==> config.mk <==
export PLATFORM = sky130hd
export DESIGN_NAME = serial_sub_4bit
export DESIGN_NICKNAME = d
export VERILOG_FILES = /design/src/rtl/serial_sub_4bit.sv
export SDC_FILE = /design/constraint.sdc
export NUM_CORES = 1
export LEC_CHECK = 0
export ABC_AREA = 1
export BUFFER_PORTS_ARGS = -buffer_cell sky130_fd_sc_hd__buf_2
export CELL_PAD_IN_SITES_DETAIL_PLACEMENT = 0
export CELL_PAD_IN_SITES_GLOBAL_PLACEMENT = 2
export CORE_UTILIZATION = 30
export DETAILED_ROUTE_END_ITERATION = 7
export PLACE_DENSITY = 0.87
export SLEW_MARGIN = 10
export SYNTH_ARGS = -nofsm -noshare
export SYNTH_HDL_FRONTEND = slang
export SYNTH_SLANG_ARGS = --single-unit
==> constraint.sdc <==
create_clock -name clk -period 1.37 [get_ports clk]
set_input_delay 0.411 -clock clk [delete_from_list [all_inputs] [get_ports clk]]
set_output_delay 0.411 -clock clk [all_outputs]
set_load 0.01 [all_outputs]
==> src/rtl/serial_sub_4bit.sv <==
// Bit-serial subtractor: diff = a - b - bin (mod 2^N), one bit per clock, LSB first,
// through a single full-subtractor cell, bracketed by a start/busy/done handshake.
module serial_sub_4bit #(
  parameter int unsigned N = 4
) (
  input  logic         clk,
  input  logic         rst_n,
  input  logic         start,
  input  logic [N-1:0] a,
  input  logic [N-1:0] b,
  input  logic         bin,
  output logic [N-1:0] diff,
  output logic         bout,
  output logic         busy,
  output logic         done
);

  localparam int unsigned CW = $clog2(N) + 1;

  typedef enum logic [1:0] {
    ST_IDLE  = 2'd0,
    ST_SHIFT = 2'd1,
    ST_DONE  = 2'd2
  } state_t;

  state_t         state;
  logic [N-1:0]   a_sh;
  logic [N-1:0]   b_sh;
  logic [N-1:0]   p_sh;
  logic           br;
  logic [CW-1:0]  cnt;

  logic           d_c;
  logic           br_nxt_c;
  logic [N-1:0]   p_nxt_c;
  logic           accept_c;

  // Full-subtractor cell on the current LSBs plus the borrow register
  always_comb begin
    d_c      = a_sh[0] ^ b_sh[0] ^ br;
    br_nxt_c = (~a_sh[0] & b_sh[0]) | (~a_sh[0] & br) | (b_sh[0] & br);
    p_nxt_c  = {d_c, p_sh[N-1:1]};
    accept_c = start && ((state == ST_IDLE) || (state == ST_DONE));
  end

  always_ff @(posedge clk) begin
    if (!rst_n) begin
      state <= ST_IDLE;
      a_sh  <= '0;
      b_sh  <= '0;
      p_sh  <= '0;
      br    <= 1'b0;
      cnt   <= '0;
      diff  <= '0;
      bout  <= 1'b0;
      busy  <= 1'b0;
      done  <= 1'b0;
    end else begin
      done <= 1'b0;
      if (accept_c) begin
        // Accept from IDLE or straight out of DONE for back-to-back operation
        a_sh  <= a;
        b_sh  <= b;
        br    <= bin;
        p_sh  <= '0;
        cnt   <= '0;
        busy  <= 1'b1;
        state <= ST_SHIFT;
      end else begin
        unique case (state)
          ST_IDLE: begin
            state <= ST_IDLE;
          end
          ST_SHIFT: begin
            a_sh <= a_sh >> 1;
            b_sh <= b_sh >> 1;
            br   <= br_nxt_c;
            p_sh <= p_nxt_c;
            cnt  <= cnt + CW'(1);
            if (cnt == CW'(N - 1)) begin
              diff  <= p_nxt_c;
              bout  <= br_nxt_c;
              busy  <= 1'b0;
              done  <= 1'b1;
              state <= ST_DONE;
            end
          end
          ST_DONE: begin
            state <= ST_IDLE;
          end
          default: begin
            state <= ST_IDLE;
          end
        endcase
      end
    end
  end

endmodule
==> reports/results.tsv <==
stage	metric	value	unit
run_status	status	completed	
die	die_w	60.3	um
power	power_density	1040	mW/mm2
die	die-area	0.00364	mm2
timing	clock_skew	0.00308	ns
critical_path	crit_chain	inv_1 > fa_1 > or2_0 > a21oi_1	
synthesis	synth_top_family_by_area	simple AND/OR/NAND/NOR gates	
timing	fmax	0.785	GHz
critical_path	slowest_delay	0.48	ns
die	row_count	20	
clock_network	clock-sinks	24	
synthesis	yosys.area_share.simple	0.301	
synthesis	yosysUniqueCellTypes	18	
synthesis	yosysTopAreaCellShare	0.471	
clock_network	htree_levels	1	
synthesis	synth-compound-area-share	0.0834	
clock_network	cts_resized	0	
global_routing	grt_pass1_vias	772	
timing	setup_tns	0	ns
timing	finalHoldViolations	0	
layout	mostFrequentLayoutCells	26 x nand2_1, 23 x dfxtp_1, 18 x nor2_1, 18 x buf_2, 13 x inv_1	
synthesis	synth_fp_nets	149	
global_routing	grt_pass1_wl	3310	um
critical_path	critPathMaxFanout	2	
synthesis	synth_xor_area_frac	0.00859	
layout	drive_gt1_frac	0.203	
synthesis	synth_mux_area_frac	0	
die	ios	19	
layout	diodes	0	
critical_path	cp_top_family	adder cells	
run	maxCapViolCount	0	
timing	fin_ws	0.0959	ns
layout	final_cells	197	
clock_network	cts-hold-fix-buffers	0	
layout	fin_nets	171	
critical_path	critPathKind	reg -> reg	
critical_path	critPathSlowestCell	fa_1	
detailed_routing	drt_first_pass_iters	4	
critical_path	end_kind	flip-flop	
timing	tightest_slew	0.264	ns
power	p_leak	0.551	nW
detailed_routing	antenna_left	0	
placed_design	placed_cell_area	0.00116	mm2
global_routing	track_usage	0.125	
detailed_routing	drt_drc_violations_left	0	
synthesis	netlist_instances	133	
clock_network	postCtsSetupBuffers	0	
global_routing	antenna_found_initial	0	
min_path	hold_class	in -> reg	
layout	fill_cells	341	
synthesis	synth_fa_ha_area_frac	0.0564	
clock_network	cts_tree	built	
die	initial_utilization	0.326	
timing	finalCritPeriodShare	0.930	
synthesis	seq_area_frac_synth	0.471	
timing	setup-violations-final	0	
timing	relSlewSlack	0.824	
placed_design	hpwlAfterDp	1440	um
clock_network	clk_path_buf_depth	2	
synthesis	synth-seq-cells	24	
clock_network	insertion_delay	0.31	ns
timing	rsz0062_at_grt	false	
clock_network	cts_buffers	3	
global_routing	grt_start_max_net_pins	16	
layout	synthToLayoutAreaGrowth	16.2	%
placed_design	dp_worst_setup_slack	0.103	ns
synthesis	yosys-top-cells-area	dfxtp_1 47%, nand2_1 9.6%, nor2_1 7.0%, a21oi_1 4.9%, inv_1 4.8%	
die	core	0.00313	mm2
die	die_h	60.3	um
layout	final_common_cell	nand2_1	
detailed_routing	wire_per_inst	9.79	um
clock_network	cts_root_buffer	clkbuf_4	
timing	slew_viol_final	0	
critical_path	start_kind	flip-flop	
placed_design	routabilityCongestion	0.749	
placed_design	portBuffers	18	
detailed_routing	wl	1930	um
timing	fin_crit	1.27	ns
detailed_routing	drtIter0Drc	23	
layout	final_area	0.00118	mm2
detailed_routing	drt-vias-per-instance	4.36	
power	totalPowerFinal	1.24	mW
critical_path	crit_buf_inv	1	
global_routing	grt_remaining_overflow	0	
synthesis	syn_area	0.00102	mm2
power	max-vdd-ir-drop	0.000425	V
synthesis	postSynthAreaPerCell	7.67	um2
clock_network	clkTransAtPathRegs	0.13	ns
critical_path	cp.required	1.63	ns
synthesis	yosysWarnings	0	
synthesis	synth_area_leader_cell	dfxtp_1	
detailed_routing	vias	859	
placed_design	dp_cells	194	
critical_path	worstPathArrival	1.53	ns
[per-layer routing]
layer  routed length (um)  vias to the layer above  global-route usage  part of all wire
met3                   79                        4              0.0238             0.041
li1                     -                      462                   -                 -
met5                    0                        -                   0                 0
met1                  979                      378               0.166              0.51
met4                   27                        0              0.0698             0.014
met2                  840                       15               0.190              0.44
[stage by stage]
step	utilization	hold slack [ns]
final	0.379	0.340
after global routing	0.379	0.323
after CTS	0.378	0.329
after detailed placement	0.370	0.456
after global placement	0.370	0.453
after floorplan	-	0.438
[worst reg2reg max path, delay by kind of cell, from the launching register on]
family,cells,cell delay (ns)
adder cells (fa/ha/maj),1,0.48
flip-flops,1,0.35
AND/OR/NAND/NOR,1,0.23
AO/OA/AOI/OAI,1,0.11
buffers and inverters,1,0.06
[state kept, by name, summed over array words and instances (netlist names)]
register and flops:
a_sh 4, b_sh 4, bout 1, br 1, busy 1, cnt 3
diff 4, done 1, p_sh 3, state 2
[cell type report]
class | instances | area [um2] | share of cell area
clock buffers | 3 | 22.5 | 0.0190
repair buffers | 21 | 113 | 0.0950
flip-flops and latches | 24 | 482 | 0.407
inverters | 14 | 52.6 | 0.0444
well taps | 44 | 55.1 | 0.0465
multi-input cells | 91 | 460 | 0.389
[where the power goes]
| group | total (mW) | switching, mW | internal [mW] |
|---|---|---|---|
| clock | 0.306 | 0.203 | 0.103 |
| combinational | 0.176 | 0.104 | 0.0719 |
| sequential | 0.756 | 0.0217 | 0.734 |
[cell families (layout without fill, tap and decap cells)]
group | after synthesis | count (layout)
and+or+nand+nor | 69 | 69
DFF | 24 | 24
buffers and inverters | 18 | 38
AOI/OAI and AO/OA | 17 | 17
adders and majority gates | 4 | 4
xor gates and xnor gates | 1 | 1
[cell usage after synthesis]
master and count:
buf_2 2, a21oi_1 10, nor2_1 19, dfxtp_1 24, xor2_1 1, buf_6 1, nand3b_1 4, fa_1 1
inv_1 13, nor3_1 5, nand2_1 26, or2_0 2, nand2_2 4, ha_1 3, inv_2 1, buf_4 1
o21ai_0 7, nand3_1 9
[path summary, 6_finish.rpt]
path	slack [ns]	depth (start not counted)	to	start
worst max-delay path	0.1	4	p_sh[3]$_SDFFE_PP0P_	a_sh[0]$_SDFFE_PN0P_
worst min-delay path	0.34	3	b_sh[3]$_SDFFE_PN0P_	b[3]
worst max register to register	0.1	4	p_sh[3]$_SDFFE_PP0P_	a_sh[0]$_SDFFE_PN0P_
worst min register to register	0.47	2	cnt[2]$_SDFFE_PP0P_	cnt[2]$_SDFFE_PP0P_
(Power assumes the default switching activity.)
